File: src/rtl/cpu_isa_pkg.sv
// ============================================================================
// Module : cpu_isa_pkg
// Brief  : ISA field encodings, condition codes, flag indices, controller
//          state enum and PC source encodings shared by the CPU control logic.
// Rev    : 1.0 - initial release
// ============================================================================
`default_nettype none

package cpu_isa_pkg;

    localparam logic [3:0] OPC_RTYPE   = 4'b0000;
    localparam logic [3:0] OPC_ADDI    = 4'b0001;
    localparam logic [3:0] OPC_LDST    = 4'b0100;
    localparam logic [3:0] OPC_BRANCH  = 4'b1100;
    localparam logic [3:0] OPC_ZEXT_A  = 4'b0110;
    localparam logic [3:0] OPC_ZEXT_B  = 4'b1000;

    localparam logic [3:0] EXT_LOAD    = 4'b0000;
    localparam logic [3:0] EXT_STORE   = 4'b0100;
    localparam logic [3:0] EXT_ZEXT    = 4'b0110;
    localparam logic [3:0] EXT_JUMP    = 4'b1100;

    localparam logic [3:0] ALU_OP_CMP  = 4'b1011;

    localparam logic [3:0] COND_ALWAYS = 4'd0;
    localparam logic [3:0] COND_OVF    = 4'd1;
    localparam logic [3:0] COND_GT     = 4'd2;
    localparam logic [3:0] COND_EQ     = 4'd3;
    localparam logic [3:0] COND_START  = 4'd4;

    localparam int FLAG_OVF = 0;
    localparam int FLAG_GT  = 1;
    localparam int FLAG_EQ  = 3;

    typedef enum logic [2:0] {
        ST_FETCH   = 3'd0,
        ST_DECODE  = 3'd1,
        ST_EXECUTE = 3'd2,
        ST_MEM     = 3'd3,
        ST_WB      = 3'd4
    } ctrl_state_t;

    localparam logic [1:0] PC_SRC_INC = 2'b00;
    localparam logic [1:0] PC_SRC_REL = 2'b01;
    localparam logic [1:0] PC_SRC_REG = 2'b10;

    function automatic logic is_itype(input logic [3:0] opc);
        case (opc)
            OPC_ADDI, 4'b0010, 4'b0011, 4'b0101,
            4'b0110, 4'b1001, 4'b1011, 4'b1110: is_itype = 1'b1;
            default:                            is_itype = 1'b0;
        endcase
    endfunction

endpackage

`default_nettype wire

File: src/rtl/branch_cond_eval.sv
// ============================================================================
// Module : branch_cond_eval
// Brief  : Combinational branch/jump condition evaluation from cond field,
//          registered ALU flags and the start input.
// Rev    : 1.0 - initial release
// ============================================================================
`default_nettype none

module branch_cond_eval
    import cpu_isa_pkg::*;
#(
    parameter int FLAG_W = 5
) (
    input  logic [3:0]        cond,
    input  logic [FLAG_W-1:0] flags,
    input  logic              start,
    output logic              taken
);

    // Flag bits with no associated condition code are intentionally ignored.
    logic w_unused_flags;
    assign w_unused_flags = ^flags;

    always_comb begin
        taken = 1'b0;
        case (cond)
            COND_ALWAYS: taken = 1'b1;
            COND_OVF:    taken = flags[FLAG_OVF];
            COND_GT:     taken = flags[FLAG_GT];
            COND_EQ:     taken = flags[FLAG_EQ];
            COND_START:  taken = start;
            default:     taken = 1'b0;
        endcase
    end

endmodule

`default_nettype wire

File: src/rtl/multicycle_controller.sv
// ============================================================================
// Module : multicycle_controller
// Brief  : FETCH/DECODE/EXECUTE/MEM/WB control sequencer with req/ack memory
//          handshake, instruction register and datapath strobes.
//          CTRL_START_SYNC_EN: 2-flop synchroniser on start_button.
// Rev    : 1.0 - initial release
// ============================================================================
`default_nettype none

module multicycle_controller
    import cpu_isa_pkg::*;
#(
    parameter int INSTR_W = 16,
    parameter int PC_W    = 15,
    parameter int FLAG_W  = 5
) (
    input  logic               clk,
    input  logic               reset,
    input  logic [INSTR_W-1:0] instr_in,
    input  logic               mem_ack,
    input  logic [FLAG_W-1:0]  flags,
    input  logic               start_button,
    output logic [INSTR_W-1:0] ir,
    output logic               mem_req,
    output logic               mem_we,
    output logic               mem_addr_sel,
    output logic               ir_load,
    output logic [3:0]         op,
    output logic               select_immediate,
    output logic [INSTR_W-9:0] immediate_extend,
    output logic               reg_write,
    output logic               flag_write,
    output logic               wb_sel,
    output logic               pc_en,
    output logic [1:0]         pc_src,
    output logic [PC_W-1:0]    pc_offset,
    output logic [2:0]         state_dbg
);

    ctrl_state_t        r_state;
    ctrl_state_t        w_next_state;
    logic [INSTR_W-1:0] r_ir;
    logic               w_start;
    logic               w_taken;

    logic [3:0] w_opc;
    logic [3:0] w_cond;
    logic [3:0] w_ext;
    logic       w_is_rtype;
    logic       w_is_itype;
    logic       w_is_branch;
    logic       w_is_jump;
    logic       w_is_load;
    logic       w_is_store;
    logic       w_imm_zext;
    logic [3:0] w_alu_op;

`ifdef CTRL_START_SYNC_EN
    logic [1:0] r_start_sync;

    always_ff @(posedge clk) begin
        if (reset) begin
            r_start_sync <= 2'b00;
        end else begin
            r_start_sync <= {r_start_sync[0], start_button};
        end
    end

    assign w_start = r_start_sync[1];
`else
    assign w_start = start_button;
`endif

    assign w_opc       = r_ir[15:12];
    assign w_cond      = r_ir[11:8];
    assign w_ext       = r_ir[7:4];
    assign w_is_rtype  = (w_opc == OPC_RTYPE);
    assign w_is_itype  = is_itype(w_opc);
    assign w_is_branch = (w_opc == OPC_BRANCH);
    assign w_is_jump   = (w_opc == OPC_LDST) && (w_ext == EXT_JUMP);
    assign w_is_load   = (w_opc == OPC_LDST) && (w_ext == EXT_LOAD);
    assign w_is_store  = (w_opc == OPC_LDST) && (w_ext == EXT_STORE);
    assign w_imm_zext  = (w_opc == OPC_ZEXT_A) || (w_opc == OPC_ZEXT_B) || (w_ext == EXT_ZEXT);
    assign w_alu_op    = w_is_rtype ? w_ext : w_opc;

    branch_cond_eval #(
        .FLAG_W (FLAG_W)
    ) u_cond (
        .cond  (w_cond),
        .flags (flags),
        .start (w_start),
        .taken (w_taken)
    );

    always_ff @(posedge clk) begin
        if (reset) begin
            r_state <= ST_FETCH;
            r_ir    <= '0;
        end else begin
            r_state <= w_next_state;
            if (ir_load) begin
                r_ir <= instr_in;
            end
        end
    end

    // Reset masks every strobe so an in-flight request is withdrawn at once.
    always_comb begin
        w_next_state     = r_state;
        mem_req          = 1'b0;
        mem_we           = 1'b0;
        mem_addr_sel     = 1'b0;
        ir_load          = 1'b0;
        op               = 4'd0;
        select_immediate = 1'b0;
        immediate_extend = '0;
        reg_write        = 1'b0;
        flag_write       = 1'b0;
        wb_sel           = 1'b0;
        pc_en            = 1'b0;
        pc_src           = PC_SRC_INC;
        pc_offset        = '0;
        if (!reset) begin
            immediate_extend = w_imm_zext ? '0 : {(INSTR_W-8){r_ir[7]}};
            case (r_state)
                ST_FETCH: begin
                    mem_req = 1'b1;
                    if (mem_ack) begin
                        ir_load      = 1'b1;
                        w_next_state = ST_DECODE;
                    end
                end
                ST_DECODE: begin
                    w_next_state = ST_FETCH;
                    if (w_is_branch) begin
                        pc_en = 1'b1;
                        if (w_taken) begin
                            pc_src    = PC_SRC_REL;
                            pc_offset = {{(PC_W-8){r_ir[7]}}, r_ir[7:0]};
                        end
                    end else if (w_is_jump) begin
                        pc_en  = 1'b1;
                        pc_src = w_taken ? PC_SRC_REG : PC_SRC_INC;
                    end else if (w_is_load || w_is_store) begin
                        w_next_state = ST_MEM;
                    end else if (w_is_rtype || w_is_itype) begin
                        w_next_state = ST_EXECUTE;
                    end else begin
                        pc_en = 1'b1;
                    end
                end
                ST_EXECUTE: begin
                    op               = w_alu_op;
                    select_immediate = !w_is_rtype;
                    flag_write       = 1'b1;
                    reg_write        = (w_alu_op != ALU_OP_CMP);
                    pc_en            = 1'b1;
                    w_next_state     = ST_FETCH;
                end
                ST_MEM: begin
                    mem_req      = 1'b1;
                    mem_addr_sel = 1'b1;
                    mem_we       = w_is_store;
                    if (mem_ack) begin
                        if (w_is_load) begin
                            w_next_state = ST_WB;
                        end else begin
                            pc_en        = 1'b1;
                            w_next_state = ST_FETCH;
                        end
                    end
                end
                ST_WB: begin
                    reg_write    = 1'b1;
                    wb_sel       = 1'b1;
                    pc_en        = 1'b1;
                    w_next_state = ST_FETCH;
                end
                default: w_next_state = ST_FETCH;
            endcase
        end
    end

    assign ir        = r_ir;
    assign state_dbg = r_state;

endmodule

`default_nettype wire

File: config.mk
export PLATFORM = sky130hd
export DESIGN_NAME = multicycle_controller
export DESIGN_NICKNAME = d
export VERILOG_FILES = /design/src/rtl/cpu_isa_pkg.sv /design/src/rtl/branch_cond_eval.sv /design/src/rtl/multicycle_controller.sv
export SDC_FILE = /design/constraint.sdc
export NUM_CORES = 1
export LEC_CHECK = 0
export CAP_MARGIN = 40
export CORE_MARGIN = 2
export CORE_UTILIZATION = 40
export CTS_CLUSTER_DIAMETER = 200
export DETAILED_ROUTE_END_ITERATION = 7
export PLACE_DENSITY_LB_ADDON = 0.2
export SYNTH_ARGS = -nofsm -noshare
export SYNTH_HDL_FRONTEND = slang
export SYNTH_SLANG_ARGS = --single-unit
File: constraint.sdc
create_clock -name clk -period 6 [get_ports clk]
set_input_delay 0.6 -clock clk [delete_from_list [all_inputs] [get_ports clk]]
set_output_delay 0.6 -clock clk [all_outputs]
set_load 0.005 [all_outputs]
==> After elaboration in Yosys (flattened, before gate mapping) <==
Memories as Yosys holds them, arrays and structs flattened. A register that Yosys moved wholly into a read port is not among the register bits.
Cells that the tools add are included.
{ "classes": {"n_eq_ne": 18, "muxes": 51, "reduce_logical": 15} }
{ "ops": {"columns": ["operator", "count"], "rows": [
  ["15-bit two-way mux", 4],
  ["1-bit two-way mux", 24],
  ["4-bit by 3-bit equality test with 1-bit output, second input constant", 5],
  ["4-bit two-way mux", 5],
  ["2-bit two-way mux", 9],
  ["8-bit two-way mux", 2],
  ["4-bit equality test, second input constant", 3],
  ["4-bit zero test", 3],
  ["3-bit two-way mux", 3],
  ["3-bit case mux with 3 select lines", 1],
  ["4-bit by 2-bit equality test with 1-bit output, second input constant", 2],
  ["3-bit by 2-bit equality test with 1-bit output, second input constant", 2],
  ["1-bit case mux with 5 select lines", 1],
  ["4-bit by 1-bit equality test with 1-bit output, second input constant", 1],
  ["1-bit logical OR", 4],
  ["2-bit inequality test, second input constant", 2],
  ["4-bit inequality test, second input constant", 1],
  ["2-bit OR reduction", 2],
  ["3-bit by 1-bit equality test with 1-bit output, second input constant", 1],
  ["3-bit equality test, second input constant", 1],
  ["1-bit logical AND", 3],
  ["3-bit zero test", 1],
  ["1-bit case mux with 3 select lines", 1],
  ["1-bit case mux with 2 select lines", 1],
  ["other kinds (2)", 2]
]} }
{ "totals": {"regBits": 19, "romBits": 16, "input_bits": 25, "output_inout_bits": 57, "wordCells": 87, "mem_count": 1} }
{ "mem_list": {"columns": ["memory", "words", "word_bits", "read_ports", "rd_ports_with_merged_regs", "write_ports", "line", "source"], "rows": [
  ["(name not given)", 16, 1, 1, 1, 0, "cpu_isa_pkg.sv:48", "case (opc)"]
]} }

==> Logic depth before layout (Yosys ltp) <==
{ "depth": {"word_depth": 8, "mapped_depth": 8, "ltp_nobuf": 7} }

==> By module <==
Synthesis repeated with hierarchy kept, for this count alone.
{ "unflattened": {"cells_unflattened": 178, "area_unflattened_um2": 1363.8} }
{ "modules_own_cells": {"columns": ["module", "n_inst", "cells_each", "area_each_um2"], "rows": [
  ["multicycle_controller", 1, 172, 1323.8],
  ["branch_cond_eval", 1, 6, 40.0]
]} }

==> Least setup slack after synthesis <==
OpenSTA, ideal clock, no wires.
{ "synth_timing": {"path_kind": "input-to-output", "start": "input reset", "end": "output pc_offset[10]", "t_arrival_ns": 2.352, "slack_ns": 3.048, "cell_stages": 6, "path_cell_list": "clkbuf_1 -> or4b_1 -> nor3_1 -> nand4_1 -> nor2_1 -> buf_4"} }
{ "synth_via": {"elab_chain_cells": 1} }
{ "synth_rtl": {"columns": ["element", "line", "source"], "rows": [
  ["from (decl)", "multicycle_controller.sv:18", "input logic reset,"],
  ["15-bit two-way mux", "multicycle_controller.sv:123", "if (!reset) begin"],
  ["to (decl)", "multicycle_controller.sv:36", "output logic [PC_W-1:0] pc_offset,"]
]} }
Every way passes these cells.

==> Worst setup path after layout <==
{ "layout_timing": {"start": "input reset", "end": "output pc_offset[13]"} }
Same word-level chain as after synthesis.

==> impl_metrics.yaml <==
critical_path:
  cpPeakStageDelay_ns: 0.60
  crit_fanout: 28
  critPathCapture: "pc_offset[13]"
  r2r_start: "state_dbg[2]"
  cp.arrival_ns: 3.50
  crit_path_frequent_cell: "clkdlybuf4s50_1"
  critical_path_required_ns: 5.40
  crit_start: "reset"
  end_kind: "output port"
  cpMaxStageDelayCell: "clkdlybuf4s50_1"
  timing.rr.end: "w_is_itype"
  reg2regPathDepth: 8
  cp_num_cells: 7
  crit_path_start_kind: "input port"
  r2r_slack_ns: 3.92
  timing.critical_path.buf_inv: 3
  cp_top_family: "simple AND/OR/NAND/NOR gates"
  path_class: "input port to output port"
  path_cells: "clkdlybuf4s50_1 > buf_4 > or4b_1 > nor3_1 > nand4_1 > nor2_1 > clkdlybuf4s50_1"
power_and_ir_drop:
  power_frac_clock: 0.223
  p_leak_nw: 0.776
  total_power_mw: 0.361
  ir_worst_vdd_mv: 0.0908
  power_frac_seq: 0.451
  switchingPower_mw: 0.109
  power_density_mw_per_mm2: 170
  swShare: 0.303
  p_int_mw: 0.252
  combinationalPowerShare: 0.326
synth:
  synth_top_family_by_area: "simple AND/OR/NAND/NOR gates"
  synthFlopType: "dfxtp_1"
  synthTopCellsByArea: "dfxtp_1, buf_4, nor2_1"
  synthCells: 180
  synth_seq_cells: 20
  ys_async_sr_fraction: 0
  synth_area_sq_mm: 0.00138
  syn_nets: 207
  synth_xor_area_frac: 0
  synth.distinct_cells: 42
  yosysTopAreaCellShare: 0.290
  ys_seq_area_frac: 0.290
  yosys.area_share.simple: 0.338
  avgSynthCellArea_sq_um: 7.66
  yosysWarnings: 0
  synth_top_area_cell: "dfxtp_1"
  synth_edf_count: 0
  ys_top_cells_by_count: "dfxtp_1, nor2_1, buf_4, inv_1, nand3_1"
  synthMuxAreaShare: 0.0381
  synth_compound_area_frac: 0.157
  yosys.area_share.adder: 0.0181
cts:
  cts_buffers: 3
  path_clk_slew_ns: 0.12
  tritoncts: "done"
  cts_hold_buf: 0
  cts_root_buf: "clkbuf_4"
  cts_resized: 0
  ctsHtreeMaxLevel: 1
  clock_sinks: 20
  clock_latency_ns: 0.30
  cts_setup_buffers: 0
  clockBufferDepth: 2
grt:
  grt_pass1_vias: 1230
  grt_max_degree: 29
  antenna_found_initial: 0
  grt_pass1_wl_mm: 5.98
  grt-ovfl-total: 0
  grtUsageTotal: 0.187
timing:
  period_minus_slack_ns: 4.10
  fin_skew_ns: 0.00467
  fin_crit_sh: 0.683
  finalMaxSlewViolations: 0
  max_clock_freq_mhz: 244
  final_hold_viol_count: 0
  rsz0062_at_grt: "no"
  maxSlewHeadroom: 0.536
  setup_viol: 0
  tightest_slew_ns: 0.690
  finalSetupTns_ns: 0
routing:
  final_antenna_net_count: 0
  drt-wirelength-per-cell_um: 13.3
  drtIter0Drc: 72
  drc: 0
  dr.pass1.iters: 4
  viasPerCell: 5.14
  drt_wl_total_mm: 3.78
  vias: 1464
floorplan:
  fp-row-count: 21
  start_util: 0.416
  io_pins: 82
  die_h_um: 62.7
  fp.dieW_um: 62.7
  core_sq_mm: 0.00331
  dieArea_sq_mm: 0.00393
place:
  io_buffers: 79
  dpl.hpwl_mm: 2.83
  place.gp.congestion: 0.852
run_status:
  status: "complete, no violations"
finish:
  fin_util: 0.641
  fin_nets: 267
  drive_above_1_share: 0.0628
  area_growth_pct: 54.0
  antenna-diode-count: 0
run:
  max_cap_violations: 0
hold_path:
  hp-class: "register to register"
-- worst min-delay path: cells and delay by family (launching register included) --
| kind | cells | cell delay, ns |
|---|---|---|
| AOI/OAI and AO/OA | 1 | 0.07 |
| DFF | 1 | 0.33 |
| buffers and inverters | 1 | 0.07 |
-- metrics by stage --
step                hold WS (ns)  instance area, sq um  worst slack (ns)  instances
floorplan                  0.478                  1380              3.05        180
global placement           0.478                  2080              1.95        280
detailed placement         0.479                  2090              1.87        281
CTS                        0.498                  2120              1.87        285
global route               0.514                  2120              1.61        285
finish                     0.499                  2120              1.90        285
-- routing by layer --
metal	global-route usage	up-vias	wire length, um
li1	-	728	-
met1	0.253	682	1810
met2	0.306	52	1750
met3	0.0306	2	202
met4	0.0500	0	21
met5	0	-	0
-- worst min-delay path by stage --
stage / startpoint / end / slack (ns) / cells past startpoint
2_1_floorplan: ir[0] / ir[0] / 0.48 / 2
3_3_place_gp: ir[2] / ir[2] / 0.48 / 2
3_5_place_dp: ir[1] / ir[1] / 0.48 / 2
4_1_cts: ir[2] / ir[2] / 0.50 / 2
5_1_grt: ir[11] / ir[11] / 0.51 / 2
6_report: ir[2] / ir[2] / 0.50 / 2
-- sequential cells by signal (all words and copies together) (netlist names) --
register    cells
ir             16
w_is_itype      1
state_dbg       3
-- area by class of cell --
cell class	instances	area [sq um]
well taps	46	57.6
clock buffers	4	36.3
inverters	15	56.3
repair buffers	82	813
flip-flops and latches	20	400
fillers	321	1190
multi-input cells	118	759
-- cell families (layout without fill, tap and decap cells) --
group / count (synthesis) / in the layout
compound gates: 29 / 29
simple gates: 82 / 82
flops: 20 / 20
buf+inv: 42 / 101
mux: 5 / 5
fa+ha+maj: 2 / 2
-- power by group through the flow --
stage | sequential, mW | combinational [mW] | clock [mW]
6_report | 0.163 | 0.118 | 0.0806
5_1_grt | 0.165 | 0.129 | 0.0889
3_5_place_dp | 0.166 | 0.118 | 0
4_1_cts | 0.163 | 0.119 | 0.0824
3_3_place_gp | 0.166 | 0.116 | 0
2_1_floorplan | 0.157 | 0.0692 | 0
-- cells in the final DEF (no fill, tap or decap), types with 4 or more instances in the layout --
| master | count |
|---|---|
| nand3_1 | 14 |
| nand2b_1 | 4 |
| o31ai_1 | 8 |
| nand3b_1 | 7 |
| nor3_1 | 6 |
| a21oi_1 | 5 |
| clkdlybuf4s50_1 | 79 |
| nor2b_1 | 6 |
| dfxtp_1 | 20 |
| o21ai_0 | 4 |
| nor2_1 | 20 |
| nand2_1 | 9 |
| inv_1 | 14 |
Power figures use the tool's default switching activity.
